--- src/rtl/mips_defs.sv ---
// Shared definitions for the multi-cycle MIPS control path: opcodes,
// ALU control classes, datapath mux encodings and FSM state encodings.
package mips_defs;

    localparam logic [5:0] OP_RTYPE = 6'b000000;
    localparam logic [5:0] OP_J     = 6'b000010;
    localparam logic [5:0] OP_BEQ   = 6'b000100;
    localparam logic [5:0] OP_ADDI  = 6'b001000;
    localparam logic [5:0] OP_LW    = 6'b100011;
    localparam logic [5:0] OP_SW    = 6'b101011;

    localparam logic [1:0] ALUOP_ADD   = 2'b00;
    localparam logic [1:0] ALUOP_SUB   = 2'b01;
    localparam logic [1:0] ALUOP_FUNCT = 2'b10;

    localparam logic [1:0] SRCB_REG    = 2'b00;
    localparam logic [1:0] SRCB_FOUR   = 2'b01;
    localparam logic [1:0] SRCB_IMM    = 2'b10;
    localparam logic [1:0] SRCB_IMMSH2 = 2'b11;

    localparam logic [1:0] PCSRC_ALU    = 2'b00;
    localparam logic [1:0] PCSRC_ALUOUT = 2'b01;
    localparam logic [1:0] PCSRC_JUMP   = 2'b10;

    // Encoding 4'd15 is deliberately unused; it behaves like S_RESET.
    typedef enum logic [3:0] {
        S_RESET   = 4'd0,
        S_FETCH   = 4'd1,
        S_DECODE  = 4'd2,
        S_MEMADR  = 4'd3,
        S_MEMRD   = 4'd4,
        S_MEMWB   = 4'd5,
        S_MEMWR   = 4'd6,
        S_RTYPEEX = 4'd7,
        S_RTYPEWB = 4'd8,
        S_BEQ     = 4'd9,
        S_ADDIEX  = 4'd10,
        S_ADDIWB  = 4'd11,
        S_JUMP    = 4'd12,
        S_ILLEGAL = 4'd13,
        S_HALT    = 4'd14
    } stateT;

endpackage

--- src/rtl/multicycle_next_state.sv ---
// Combinational next-state function for the multi-cycle control FSM.
module multicycle_next_state
    import mips_defs::*;
#(
    parameter int OPCODE_W        = 6,
    parameter bit TRAP_ON_ILLEGAL = 1'b0
) (
    input  logic [3:0]          state,
    input  logic [OPCODE_W-1:0] opcode,
    input  logic                mem_ready,
    output logic [3:0]          nextState
);

    // Memory states hold until mem_ready; DECODE and MEMADR branch on opcode.
    always_comb begin
        nextState = S_FETCH;
        case (state)
            S_RESET:   nextState = S_FETCH;
            S_FETCH:   nextState = mem_ready ? S_DECODE : S_FETCH;
            S_DECODE: begin
                case (opcode)
                    OP_LW, OP_SW: nextState = S_MEMADR;
                    OP_RTYPE:     nextState = S_RTYPEEX;
                    OP_BEQ:       nextState = S_BEQ;
                    OP_ADDI:      nextState = S_ADDIEX;
                    OP_J:         nextState = S_JUMP;
                    default:      nextState = S_ILLEGAL;
                endcase
            end
            S_MEMADR:  nextState = (opcode == OP_LW) ? S_MEMRD : S_MEMWR;
            S_MEMRD:   nextState = mem_ready ? S_MEMWB : S_MEMRD;
            S_MEMWB:   nextState = S_FETCH;
            S_MEMWR:   nextState = mem_ready ? S_FETCH : S_MEMWR;
            S_RTYPEEX: nextState = S_RTYPEWB;
            S_RTYPEWB: nextState = S_FETCH;
            S_BEQ:     nextState = S_FETCH;
            S_ADDIEX:  nextState = S_ADDIWB;
            S_ADDIWB:  nextState = S_FETCH;
            S_JUMP:    nextState = S_FETCH;
            S_ILLEGAL: nextState = TRAP_ON_ILLEGAL ? S_HALT : S_FETCH;
            S_HALT:    nextState = S_HALT;
            default:   nextState = S_FETCH;
        endcase
    end

endmodule

--- src/rtl/multicycle_control.sv ---
// Multi-cycle MIPS control unit: state register plus Moore output decode
// driving every mux select, enable and ALU class of the shared datapath.
module multicycle_control
    import mips_defs::*;
#(
    parameter int OPCODE_W        = 6,
    parameter int ALUOP_W         = 2,
    parameter bit TRAP_ON_ILLEGAL = 1'b0
) (
    input  logic                clk,
    input  logic                rst_n,
    input  logic [OPCODE_W-1:0] opcode,
    input  logic                mem_ready,
    output logic                PCWrite,
    output logic                PCWriteCond,
    output logic                IorD,
    output logic                MemRead,
    output logic                MemWrite,
    output logic                MemtoReg,
    output logic                IRWrite,
    output logic [1:0]          PCSource,
    output logic [ALUOP_W-1:0]  ALUOp,
    output logic                ALUSrcA,
    output logic [1:0]          ALUSrcB,
    output logic                RegWrite,
    output logic                RegDst,
    output logic                illegal_op,
    output logic                halted,
    output logic [3:0]          state
);

    logic [3:0] stateReg;
    logic [3:0] nextState;

    multicycle_next_state #(
        .OPCODE_W        (OPCODE_W),
        .TRAP_ON_ILLEGAL (TRAP_ON_ILLEGAL)
    ) nextStateLogic (
        .state     (stateReg),
        .opcode    (opcode),
        .mem_ready (mem_ready),
        .nextState (nextState)
    );

    // State register; reset parks the FSM in RESET so all outputs drop at once.
    always_ff @(posedge clk or negedge rst_n) begin
        if (!rst_n) begin
            stateReg <= S_RESET;
        end else begin
            stateReg <= nextState;
        end
    end

    assign state = stateReg;

    // Moore decode from the registered state; only the FETCH IR/PC loads look at mem_ready.
    always_comb begin
        PCWrite     = 1'b0;
        PCWriteCond = 1'b0;
        IorD        = 1'b0;
        MemRead     = 1'b0;
        MemWrite    = 1'b0;
        MemtoReg    = 1'b0;
        IRWrite     = 1'b0;
        PCSource    = PCSRC_ALU;
        ALUOp       = ALUOP_W'(ALUOP_ADD);
        ALUSrcA     = 1'b0;
        ALUSrcB     = SRCB_REG;
        RegWrite    = 1'b0;
        RegDst      = 1'b0;
        illegal_op  = 1'b0;
        halted      = 1'b0;
        case (stateReg)
            S_FETCH: begin
                MemRead = 1'b1;
                ALUSrcB = SRCB_FOUR;
                IRWrite = mem_ready;
                PCWrite = mem_ready;
            end
            S_DECODE: begin
                ALUSrcB = SRCB_IMMSH2;
            end
            S_MEMADR: begin
                ALUSrcA = 1'b1;
                ALUSrcB = SRCB_IMM;
            end
            S_MEMRD: begin
                MemRead = 1'b1;
                IorD    = 1'b1;
            end
            S_MEMWB: begin
                RegWrite = 1'b1;
                MemtoReg = 1'b1;
            end
            S_MEMWR: begin
                MemWrite = 1'b1;
                IorD     = 1'b1;
            end
            S_RTYPEEX: begin
                ALUSrcA = 1'b1;
                ALUOp   = ALUOP_W'(ALUOP_FUNCT);
            end
            S_RTYPEWB: begin
                RegWrite = 1'b1;
                RegDst   = 1'b1;
            end
            S_BEQ: begin
                ALUSrcA     = 1'b1;
                ALUOp       = ALUOP_W'(ALUOP_SUB);
                PCWriteCond = 1'b1;
                PCSource    = PCSRC_ALUOUT;
            end
            S_ADDIEX: begin
                ALUSrcA = 1'b1;
                ALUSrcB = SRCB_IMM;
            end
            S_ADDIWB: begin
                RegWrite = 1'b1;
            end
            S_JUMP: begin
                PCWrite  = 1'b1;
                PCSource = PCSRC_JUMP;
            end
            S_ILLEGAL: begin
                illegal_op = 1'b1;
            end
            S_HALT: begin
                halted = 1'b1;
            end
            default: begin
            end
        endcase
    end

endmodule

--- config.mk ---
export PLATFORM = sky130hd
export DESIGN_NAME = multicycle_control
export DESIGN_NICKNAME = d
export VERILOG_FILES = /design/src/rtl/mips_defs.sv /design/src/rtl/multicycle_next_state.sv /design/src/rtl/multicycle_control.sv
export SDC_FILE = /design/constraint.sdc
export NUM_CORES = 1
export LEC_CHECK = 0
export ABC_CLOCK_PERIOD_IN_PS = 2500
export BUFFER_PORTS_ARGS = -buffer_cell sky130_fd_sc_hd__buf_2
export CAP_MARGIN = 20
export CORE_AREA = 2 2 39 41
export CTS_CLUSTER_DIAMETER = 30
export DETAILED_ROUTE_END_ITERATION = 10
export DIE_AREA = 0 0 41 43
export PLACE_DENSITY = 0.73
export SYNTH_ARGS = -nofsm -noshare
export SYNTH_HDL_FRONTEND = slang
export SYNTH_SLANG_ARGS = --single-unit
--- constraint.sdc ---
create_clock -name clk -period 2.5 [get_ports clk]
set_input_delay 0.5 -clock clk [delete_from_list [all_inputs] [get_ports clk]]
set_output_delay 0.5 -clock clk [all_outputs]
set_load 0.02 [all_outputs]
* After elaboration in Yosys (flattened, before gate mapping) *
Cells that the tools add are included.

word-level totals
  memories kept = 0
  word-level logic and storage cells = 48
  output and inout bits = 22
  RAM bits = 0
  input bits = 9
  latch bits = 0
  bits in registers = 4
  bits in read-only memories = 0

operators by class
  reduce and logical (&&, ||, !) cells = 7
  add/subtract/negate cells = 0
  bitwise operators = 0
  multiplexer cells = 21
  shifts and indexed selects = 0
  eq/ne operators = 19
  multiply operators = 0
  order comparisons = 0
  divide/modulo/power cells = 0

operators by type and width
  kind                                            number
  case mux 4 bit (8 select lines)                 1
  == test 4 bit (second input constant)           7
  case mux 4 bit (5 select lines)                 1
  == test 4 x 3 -> 1 bit (second input constant)  4
  == test 6 bit (second input constant)           2
  two-way mux 1 bit                               12
  == test 4 x 2 -> 1 bit (second input constant)  2
  case mux 2 bit (2 select lines)                 2
  OR reduction 2 bit                              4
  == test 6 x 2 -> 1 bit (second input constant)  1
  == test 6 x 3 -> 1 bit (second input constant)  1
  == test 6 x 4 -> 1 bit (second input constant)  1
  zero test 6 bit                                 1
  case mux 2 bit (3 select lines)                 1
  == test 4 x 1 -> 1 bit (second input constant)  1
  two-way mux 2 bit                               2
  OR reduction 4 bit                              1
  two-way mux 3 bit                               1
  OR reduction 3 bit                              1
  case mux 1 bit (2 select lines)                 1

* Logic depth before layout (Yosys ltp) *
Gate-level depths: netlist of the first run.

  depth in word-level cells = 4
  depth in mapped cells = 5
  depth with buffers taken out = 4

* Cells and area by module *
A second synthesis of the first run with hierarchy kept.

second synthesis, totals
  cells, all modules = 77
  area total of the unflattened synthesis = 595.6 sq um

modules (own cells, without submodules)
  module                 sequential area each (sq um)  times used  cells an instance  area each (sq um)
  multicycle_control     100.1                         1           39                 344.1
  multicycle_next_state  0.0                           1           38                 251.5

* Least setup slack after synthesis of the first run *
OpenSTA, ideal clock, no wires.

  path type = reg-to-output
  start = reg stateReg[2], in the netlist state[2]
  end = out RegWrite
  data arrival time = 1465 ps
  stages on the path, launching flop included = 4
  path buffers = 0
  slack = 535 ps
  cells stage by stage = dfrtp_1 nand2b_1 nor3_1 a21o_1

between the ends
  longest elaborated chain between the ends = 3

ends and longest elaborated chain
  item                                                     RTL line                  RTL
  start: declaration                                       multicycle_control.sv:32  logic [3:0] stateReg;
  start signal: assignment                                 multicycle_control.sv:50  stateReg <= nextState;
  == test 4 bit or == test 4 x 3 -> 1 bit (tied branches)  multicycle_control.sv:73  case (stateReg)
  OR reduction 3 bit (no source line) (*)                  n/a
  two-way mux 1 bit (*)                                    multicycle_control.sv:73
  end: declaration                                         multicycle_control.sv:25  output logic RegWrite,

Mark *: on every way between the ends. The rest lies on a longest branch, timed or not.

* Final worst setup path of the first run *
  start = reg stateReg[0], in the netlist state[0]
  end = out IRWrite

between the ends
  longest elaborated chain between the ends = 2

ends and longest elaborated chain
  item                    RTL line                  RTL
  == test 4 x 1 -> 1 bit  multicycle_control.sv:73
  two-way mux 1 bit       multicycle_control.sv:73
  end: declaration        multicycle_control.sv:20  output logic IRWrite,

Every way passes these cells.

==> impl_metrics.tcl, run 1 <==
set metrics [dict create \
    wirelength_mm 1.31 \
    drv_cap 0 \
    final_cell_mix "buf_2, nor2_1, nand2_1, nor3_1" \
    synthTopCellsByArea "dfrtp_1, nor2_1, nor3_1" \
    cp_max_fo 19 \
    power_density_mw_per_mm2 1170 \
    dieArea_mm2 0.00176 \
    peakVddDrop_mv 0.699 \
    grt_use_met3_pct 6.28 \
    clock_skew_ns 0.00584 \
    overflow 0 \
    synth_ff_type "dfrtp_1" \
    cpLargestDelayFamily "flip-flops" \
    syn-num-nets 84 \
    drtIter0Drc 18 \
    hp-class "in2async" \
    fmax_mhz 471 \
    die_h_um 43 \
    synth_edf_count 0 \
    fin_crit_ns 2.12 \
    synth_cell_type_count 32 \
    dp_slack_ns 0.602 \
    grt_pass1_wl_mm 2.21 \
    fin_area_um2 666 \
    post_cts_resized 0 \
    place_congestion 0.800 \
    antenna_found_initial 0 \
    grt_util_met1_pct 24.8 \
    synth_cells 75 \
    avgRoutedWirePerCell_um 11.2 \
    layout-drive-gt1-share_pct 35.6 \
    first_pass_iters 4 \
    ant_nets 0 \
    slowest_stage "dfrtp_1" \
    layout_commonest_cell "buf_2" \
    synth_top_family_by_area "simple AND/OR/NAND/NOR gates" \
    synth_compound_area_share_pct 22.4 \
    r2r_cells 4 \
    avgSynthCellArea_um2 6.99 \
    post_cts.repair.setup_buffers 0 \
    synth.top_cell.area_share_pct 19.1 \
    largest_reg_flops 4 \
    maxSlewHeadroom_pct 64.4 \
    worstSetupPathType "reg2out" \
    io_pins 31 \
    clk_pin_slew_ns 0.04 \
    synth_area_um2 524 \
    use_met2_pct 26.3 \
    synth-xor-area-share_pct 3.34 \
    grt_use_total_pct 18.2 \
    drc_errors 0 \
    synth-adder-area-share_pct 0 \
    fin_ws_ns 0.376 \
    grt_pass1_vias 507 \
    multi_input_area_um2 365 \
    synth-seq-cells 4 \
    clock_sinks 4 \
    grt_most_used_layer "met2" \
    rrSetupSlack_ns 1.04 \
    hpwl_mm 1.06 \
    dpl_cell_area_um2 643 \
    cts_hold_buf 0 \
    finalHoldViolations 0 \
    worstPathCellList "nand2b_1 -> nor3_1 -> buf_2" \
    nets 112 \
    final.setup.tns_ns 0 \
    synth_mux_area_share_pct 4.06 \
    core.rowCount 14 \
    worstPathRequired_ns 2.00 \
    yosysWarnings 0 \
    grt_setup_unrepaired "false" \
    maxSlewViolCount 0 \
    whs_ns 0.0655 \
    p_leak_uw 0.000342 \
    core_area_mm2 0.00138 \
    setup-violations-final 0 \
    tightestPinTransition_ns 0.534 \
    crit_path_max_incr_delay_ns 0.67 \
    numCtsBuffers 3 \
    antenna-diode-count 0 \
    syn2layout_area_growth_pct 27.0 \
    fill_cells 149 \
    viasPerCell 5.18 \
    path_buf_inv 1 \
    r2r_end "state[2]$_DFF_PN0_" \
    arrival_ns 1.62 \
    seqCellArea_um2 100 \
    synth_top_area_cell "dfrtp_1" \
    worstSetupStartpointType "flip-flop" \
    dr_total_vias 606 \
    die_x_um 41 \
    yosys.area_share.simple_pct 39.9 \
    cts_tree "built" \
    outcome "completed" \
    cts-root-buf "clkbuf_4" \
    clockBufferDepth 2 \
    fin_crit_sh_pct 85.0 \
    ctsHtreeMaxLevel 1 \
    clk_latency_ns 0.23 \
    power_uw 782 \
    seq_area_frac_synth_pct 19.1 \
    grt_max_degree 20 \
    async_reset_ff_share_pct 100 \
    cp-end-kind "output pin" \
    start_util_pct 37.9 \
    timing.rr.start "state[0]$_DFF_PN0_" \
    io_buffers 30 \
]
-- power breakdown --
group | switching (µW) | total, µW | leakage (µW) | internal [µW]
sequential | 99.6 | 190 | 0.0000502 | 90.1
clock | 23.0 | 76.4 | 0.0000138 | 53.4
combinational | 318 | 516 | 0.000278 | 197
-- final cells by class --
cell class / count / share of cell area, %
Timing Repair Buffer: 30 / 22.6
Multi-Input combinational cell: 62 / 54.9
Inverter: 2 / 1.13
Sequential cell: 4 / 15.0
Clock buffer: 3 / 3.38
Tap cell: 16 / 3.01
-- per-stage QoR --
stage / std cells / util, %
after floorplan: 75 / -
after global placement: 114 / 46.5
after detailed placement: 114 / 46.5
after CTS: 117 / 48.1
after global routing: 117 / 48.1
final: 117 / 48.1
-- metal layers --
metal | vias to the layer above | wire (µm)
met5 | - | 0
met4 | 0 | 0
met3 | 0 | 79
met2 | 17 | 668
met1 | 269 | 564
li1 | 320 | -
-- worst max-delay path by stage --
| stage | from | endpoint | slack (ns) | depth (start not counted) |
|---|---|---|---|---|
| 6_report | state[0]$_DFF_PN0_ | IRWrite | 0.38 | 3 |
| 5_1_grt | state[0]$_DFF_PN0_ | IRWrite | 0.18 | 3 |
| 4_1_cts | state[0]$_DFF_PN0_ | IRWrite | 0.37 | 3 |
| 3_5_place_dp | state[0]$_DFF_PN0_ | IRWrite | 0.60 | 3 |
| 3_3_place_gp | state[0]$_DFF_PN0_ | IRWrite | 0.66 | 3 |
| 2_1_floorplan | state[2]$_DFF_PN0_ | RegWrite | 0.54 | 3 |
-- synth_stat cells (2+ instances only) --
library cell and instances:
nor2b_1 2, a21oi_1 3, nand2b_1 4, o21ai_0 3, dfrtp_1 4, o22ai_1 2, buf_4 4, nor3_1 6
inv_1 2, a31oi_1 3, nor2_1 15, buf_2 2, nand2_1 6
-- logic make-up (layout without fill, tap and decap cells) --
kind of cell / Yosys count / after routing
and+or+nand+nor: 40 / 40
AOI/OAI and AO/OA: 18 / 18
buffers and inverters: 9 / 35
DFF: 4 / 4
xor gates and xnor gates: 2 / 2
muxes: 2 / 2
Power figures use the tool's default switching activity.
==> inputs of run 2 (changes only) <==
--- a/config.mk
+++ b/config.mk
@@ -5,14 +5,14 @@
 export SDC_FILE = /design/constraint.sdc
 export NUM_CORES = 1
 export LEC_CHECK = 0
-export ABC_CLOCK_PERIOD_IN_PS = 2500
+export ABC_CLOCK_PERIOD_IN_PS = 1800
 export BUFFER_PORTS_ARGS = -buffer_cell sky130_fd_sc_hd__buf_2
 export CAP_MARGIN = 20
-export CORE_AREA = 2 2 39 41
+export CORE_MARGIN = 2
+export CORE_UTILIZATION = 37
 export CTS_CLUSTER_DIAMETER = 30
 export DETAILED_ROUTE_END_ITERATION = 10
-export DIE_AREA = 0 0 41 43
-export PLACE_DENSITY = 0.73
+export PLACE_DENSITY = 0.72
 export SYNTH_ARGS = -nofsm -noshare
 export SYNTH_HDL_FRONTEND = slang
 export SYNTH_SLANG_ARGS = --single-unit
==> constraint.sdc (replaced) <==
create_clock -name clk -period 1.8 [get_ports clk]
set_input_delay 0.36 -clock clk [delete_from_list [all_inputs] [get_ports clk]]
set_output_delay 0.36 -clock clk [all_outputs]
set_load 0.02 [all_outputs]
==> impl_metrics.tcl, run 2 (synthesis results as in run 1) <==
set metrics [dict create \
    worstPathCellList "buf_4 -> mux2_2 -> o22ai_2 -> buf_4" \
    finalNonFillerCells 125 \
    numCtsBuffers 3 \
    clk_latency_ns 0.25 \
    critPathLaunch "state[3]$_DFF_PN0_" \
    io_buffers 30 \
    violations "setup timing" \
    worstSetupPathType "reg2out" \
    fin_area_um2 771 \
    core.rowCount 13 \
    avgRoutedWirePerCell_um 13.4 \
    layout_commonest_cell "buf_2" \
    die_x_um 41.6 \
    grt_setup_unrepaired "true" \
    syn2layout_area_growth_pct 47.0 \
    dieArea_mm2 0.00173 \
    worstSetupStartpointType "flip-flop" \
    overflow 0 \
    worstHoldStart "opcode[4]" \
    cp-end-kind "output pin" \
    wirelength_mm 1.67 \
    cts-root-buf "clkbuf_4" \
    fill_cells 122 \
    cts_tree "built" \
    start_util_pct 39.8 \
    antenna-diode-count 0 \
    clk_pin_slew_ns 0.04 \
    maxSlewViolCount 0 \
    worstPathRequired_ns 1.44 \
    p_leak_uw 0.000392 \
    drtIter0Drc 10 \
    antenna_found_initial 0 \
    outcome "finished with violations" \
    dp_slack_ns 0.190 \
    power_uw 1300 \
    drv_cap 0 \
    clock_sinks 4 \
    finalHoldViolations 0 \
    fin_crit_ns 1.80 \
    clockBufferDepth 2 \
    fin_crit_sh_pct 100 \
    maxSlewHeadroom_pct 74.8 \
    fmax_mhz 555 \
    grt_pass1_wl_mm 2.40 \
    ctsHtreeMaxLevel 1 \
    hp-class "in2reg" \
    dpl_cell_area_um2 692 \
    grt_max_degree 12 \
    first_pass_iters 4 \
    setup-violations-final 1 \
    largest_reg_flops 4 \
    place_congestion 0.840 \
    dr_total_vias 685 \
    hpwl_mm 1.15 \
    drc_errors 0 \
    nets 121 \
    clock_skew_ns 0.00107 \
    cpLargestDelayFamily "flip-flops" \
    viasPerCell 5.48 \
    grt_pass1_vias 578 \
    arrival_ns 1.44 \
    whs_ns 0.434 \
    die_h_um 41.6 \
    peakVddDrop_mv 0.607 \
    critPathMostFrequentCell "buf_4" \
    tightestPinTransition_ns 0.375 \
    multi_input_area_um2 397 \
    power_density_mw_per_mm2 1690 \
    ant_nets 0 \
    crit_path_max_incr_delay_ns 0.47 \
    grt_use_total_pct 17.4 \
    path_buf_inv 2 \
    layout-drive-gt1-share_pct 48.2 \
    timing.rr.start "state[0]$_DFF_PN0_" \
    core_area_mm2 0.00132 \
    final_cell_mix "buf_2, nor2_1, buf_4, nand2_1, nor3_1" \
    cp_max_fo 9 \
    fin_ws_ns -0.00234 \
    seqCellArea_um2 103 \
    dpl.cell_count 119 \
    slowest_stage "dfrtp_2" \
    io_pins 31 \
]
==> run 2: cell count changes in the layout (fill, tap and decap cells not counted) <==
| cell | previous run | this run |
|---|---|---|
| buf_2 | 30 | 29 |
| buf_4 | 0 | 9 |
| dfrtp_1 | 4 | 2 |
| dfrtp_2 | 0 | 2 |
| dlygate4sd3_1 | 0 | 1 |
| nand2_1 | 6 | 5 |
| nand2_2 | 0 | 1 |
| nand2b_1 | 4 | 1 |
| nand2b_2 | 0 | 2 |
| nand2b_4 | 0 | 1 |
| nor3_1 | 6 | 4 |
| nor3_2 | 0 | 2 |
| o22ai_1 | 2 | 1 |
| o22ai_2 | 0 | 1 |
==> run 2: area by class of cell <==
cell class / instances / area share (%)
multi-input cells: 62 / 51.5
repair buffers: 39 / 28.9
flip-flops and latches: 4 / 13.3
clock buffers: 3 / 2.92
well taps: 15 / 2.44
inverters: 2 / 0.974
==> run 2: final timing paths <==
| kind | endpoint | slack (ns) | cells after the start |
|---|---|---|---|
| setup reg to reg | state[1]$_DFF_PN0_ | 0.42 | 4 |
| hold / removal | state[2]$_DFF_PN0_ | 0.43 | 3 |
| min in group asynchronous | state[2]$_DFF_PN0_ | 0.46 | 2 |
| max in group asynchronous | state[1]$_DFF_PN0_ | 1.21 | 2 |
| hold reg to reg | state[3]$_DFF_PN0_ | 0.65 | 2 |
| setup / recovery | ALUSrcA | -0.002 | 4 |
==> run 2: worst reg2reg max path, stage by stage, from the launching register on <==
cell      delay, ns
dfrtp_1        0.44
buf_4          0.20
and4b_1        0.20
a2111o_1       0.39
nand3b_1       0.09
==> run 2: what timing repair did <==
| item | 4_1_cts | 5_1_grt |
|---|---|---|
| cloned | 0 | 0 |
| hold buffers | 1 | 0 |
| setup buffers | 0 | 2 |
| setup endpoints to repair | 2 | 8 |
| gates resized for setup | 1 | 9 |
| hold endpoints to repair | 4 | 0 |
==> run 2: through the flow <==
stage	util (%)	TNS, ns
2_1_floorplan	-	0
3_3_place_gp	52.5	0
3_5_place_dp	52.5	0
4_1_cts	55.1	0
5_1_grt	58.5	-0.106
6_report	58.5	-0.00234
==> run 2: where the power goes <==
part           switching (µW)  leakage (µW)  internal (µW)
clock network            45.2     0.0000138           75.1
logic                     595      0.000331            388
registers                67.2     0.0000475            130
total                     707      0.000392            594
==> run 2: per-layer routing <==
| metal | wire [µm] | vias to the layer above | share of wire, % | track usage [%] |
|---|---|---|---|---|
| met5 | 0 | - | 0 | 0 |
| li1 | - | 337 | - | - |
| met1 | 648 | 312 | 39 | 21.5 |
| met3 | 100 | 8 | 6.0 | 3.91 |
| met2 | 825 | 28 | 49 | 27.5 |
| met4 | 95 | 0 | 5.7 | 9.68 |
==> inputs of run 3 (changes only) <==
--- a/config.mk
+++ b/config.mk
@@ -13,6 +13,7 @@
 export CTS_CLUSTER_DIAMETER = 30
 export DETAILED_ROUTE_END_ITERATION = 10
 export PLACE_DENSITY = 0.72
+export SKIP_LAST_GASP = 1
 export SYNTH_ARGS = -nofsm -noshare
 export SYNTH_HDL_FRONTEND = slang
 export SYNTH_SLANG_ARGS = --single-unit
==> impl_metrics.tcl, run 3 (synthesis results as in run 1) <==
set metrics [dict create \
    outcome "finished with violations" \
    violations "setup timing" \
    dr_total_vias 653 \
    p_leak_uw 0.000388 \
    clock_sinks 4 \
    avgRoutedWirePerCell_um 12.0 \
    finalHoldViolations 0 \
    fin_ws_ns -0.00767 \
    met2_length_um 733 \
    fin_crit_ns 1.81 \
    worstSetupStartpointType "flip-flop" \
    core_area_mm2 0.00132 \
    r2r_cells 4 \
    timing.rr.start "state[0]$_DFF_PN0_" \
    grt_max_degree 12 \
    maxSlewViolCount 0 \
    cts_tree "built" \
    hp-class "in2reg" \
    fill_cells 123 \
    arrival_ns 1.45 \
    die_x_um 41.6 \
    seqCellArea_um2 103 \
    hpwl_mm 1.15 \
    grt_pass1_vias 578 \
    ant_nets 0 \
    layout_commonest_cell "buf_2" \
    clockBufferDepth 2 \
    cp-end-kind "output pin" \
    power_density_mw_per_mm2 1660 \
    multi_input_area_um2 385 \
    largest_reg_flops 4 \
    start_util_pct 39.8 \
    clk_latency_ns 0.25 \
    r2r_end "state[1]$_DFF_PN0_" \
    worstSetupPathType "reg2out" \
    ctsHtreeMaxLevel 1 \
    clock_skew_ns 0.000610 \
    top_layer_used "met4" \
    viasPerCell 5.22 \
    antenna-diode-count 0 \
    hold_depth 3 \
    syn2layout_area_growth_pct 44.9 \
    fin_area_um2 759 \
    drtIter0Drc 10 \
    final_cell_mix "buf_2, nor2_1, buf_4, nand2_1, nor3_1" \
    wl_met1_um 666 \
    grt_setup_unrepaired "true" \
    rrSetupSlack_ns 0.41 \
    tightestPinTransition_ns 0.375 \
    peakVddDrop_mv 0.620 \
    dieArea_mm2 0.00173 \
    cts-root-buf "clkbuf_4" \
    die_h_um 41.6 \
    core.rowCount 13 \
    place_congestion 0.840 \
    cp_max_fo 5 \
    grt_use_total_pct 17.4 \
    grt_pass1_wl_mm 2.40 \
    worstPathRequired_ns 1.44 \
    io_pins 31 \
    wirelength_mm 1.50 \
    maxSlewHeadroom_pct 74.8 \
    worstHoldStart "opcode[4]" \
    clk_pin_slew_ns 0.04 \
    setup-violations-final 1 \
    min_to "state[2]$_DFF_PN0_" \
    layout-drive-gt1-share_pct 47.3 \
    whs_ns 0.427 \
    drv_cap 0 \
    nets 121 \
    first_pass_iters 4 \
    drc_errors 0 \
    route.met3.wl_um 69 \
    antenna_found_initial 0 \
    io_buffers 30 \
    numCtsBuffers 3 \
    fin_crit_sh_pct 100 \
    fmax_mhz 553 \
    dpl_cell_area_um2 692 \
    overflow 0 \
]
run 3: cell counts in the layout (fill, tap and decap cells not counted):
No cell type changed its count.
run 3: worst max-delay path: stages, from the launching register on:
cell and delay (ns):
dfrtp_1 0.38, nand2b_2 0.22, mux2_2 0.27, o22ai_1 0.15, buf_4 0.17
run 3: through the flow:
step | setup slack [ns] | TNS (ns) | util, % | instances | power [µW]
floorplan | 0.0283 | 0 | - | 75 | 823
global placement | 0.240 | 0 | 52.5 | 119 | 1070
detailed placement | 0.190 | 0 | 52.5 | 119 | 1070
CTS | 0.00474 | 0 | 55.1 | 123 | 1200
global route | -0.0620 | -0.0741 | 57.6 | 125 | 1340
finish | -0.00767 | -0.00767 | 57.6 | 125 | 1260
run 3: power by group:
| group | switching [µW] | internal (µW) |
|---|---|---|
| Sequential | 64.9 | 130 |
| Combinational | 566 | 377 |
| Clock | 44.6 | 75.1 |
| Total | 676 | 582 |
run 3: layout make-up:
type | count | share of cell area [%]
Clock buffer | 3 | 2.97
Inverter | 2 | 0.988
Multi-Input combinational cell | 62 | 50.7
Sequential cell | 4 | 13.5
Tap cell | 15 | 2.47
Timing Repair Buffer | 39 | 29.3
run 3: layer usage:
metal | global-route usage, % | vias to the layer above
li1 | - | 336
met1 | 21.5 | 295
met2 | 27.5 | 19
met3 | 3.91 | 3
met4 | 9.68 | 0
met5 | 0 | -
run 3: how the worst max path moves through the flow:
| stage | start | end |
|---|---|---|
| 2_1_floorplan | state[1]$_DFF_PN0_ | ALUSrcA |
| 3_3_place_gp | state[3]$_DFF_PN0_ | ALUSrcA |
| 3_5_place_dp | state[3]$_DFF_PN0_ | ALUSrcA |
| 4_1_cts | state[1]$_DFF_PN0_ | RegWrite |
| 5_1_grt | state[2]$_DFF_PN0_ | ALUSrcA |
| 6_report | state[2]$_DFF_PN0_ | ALUSrcA |
run 3: what timing repair did:
action,4_1_cts,5_1_grt
resized for setup,1,7
buffers inserted,0,2
endpoints found under the setup margin,2,8
endpoints found under the hold margin,4,0
hold buffers,1,0
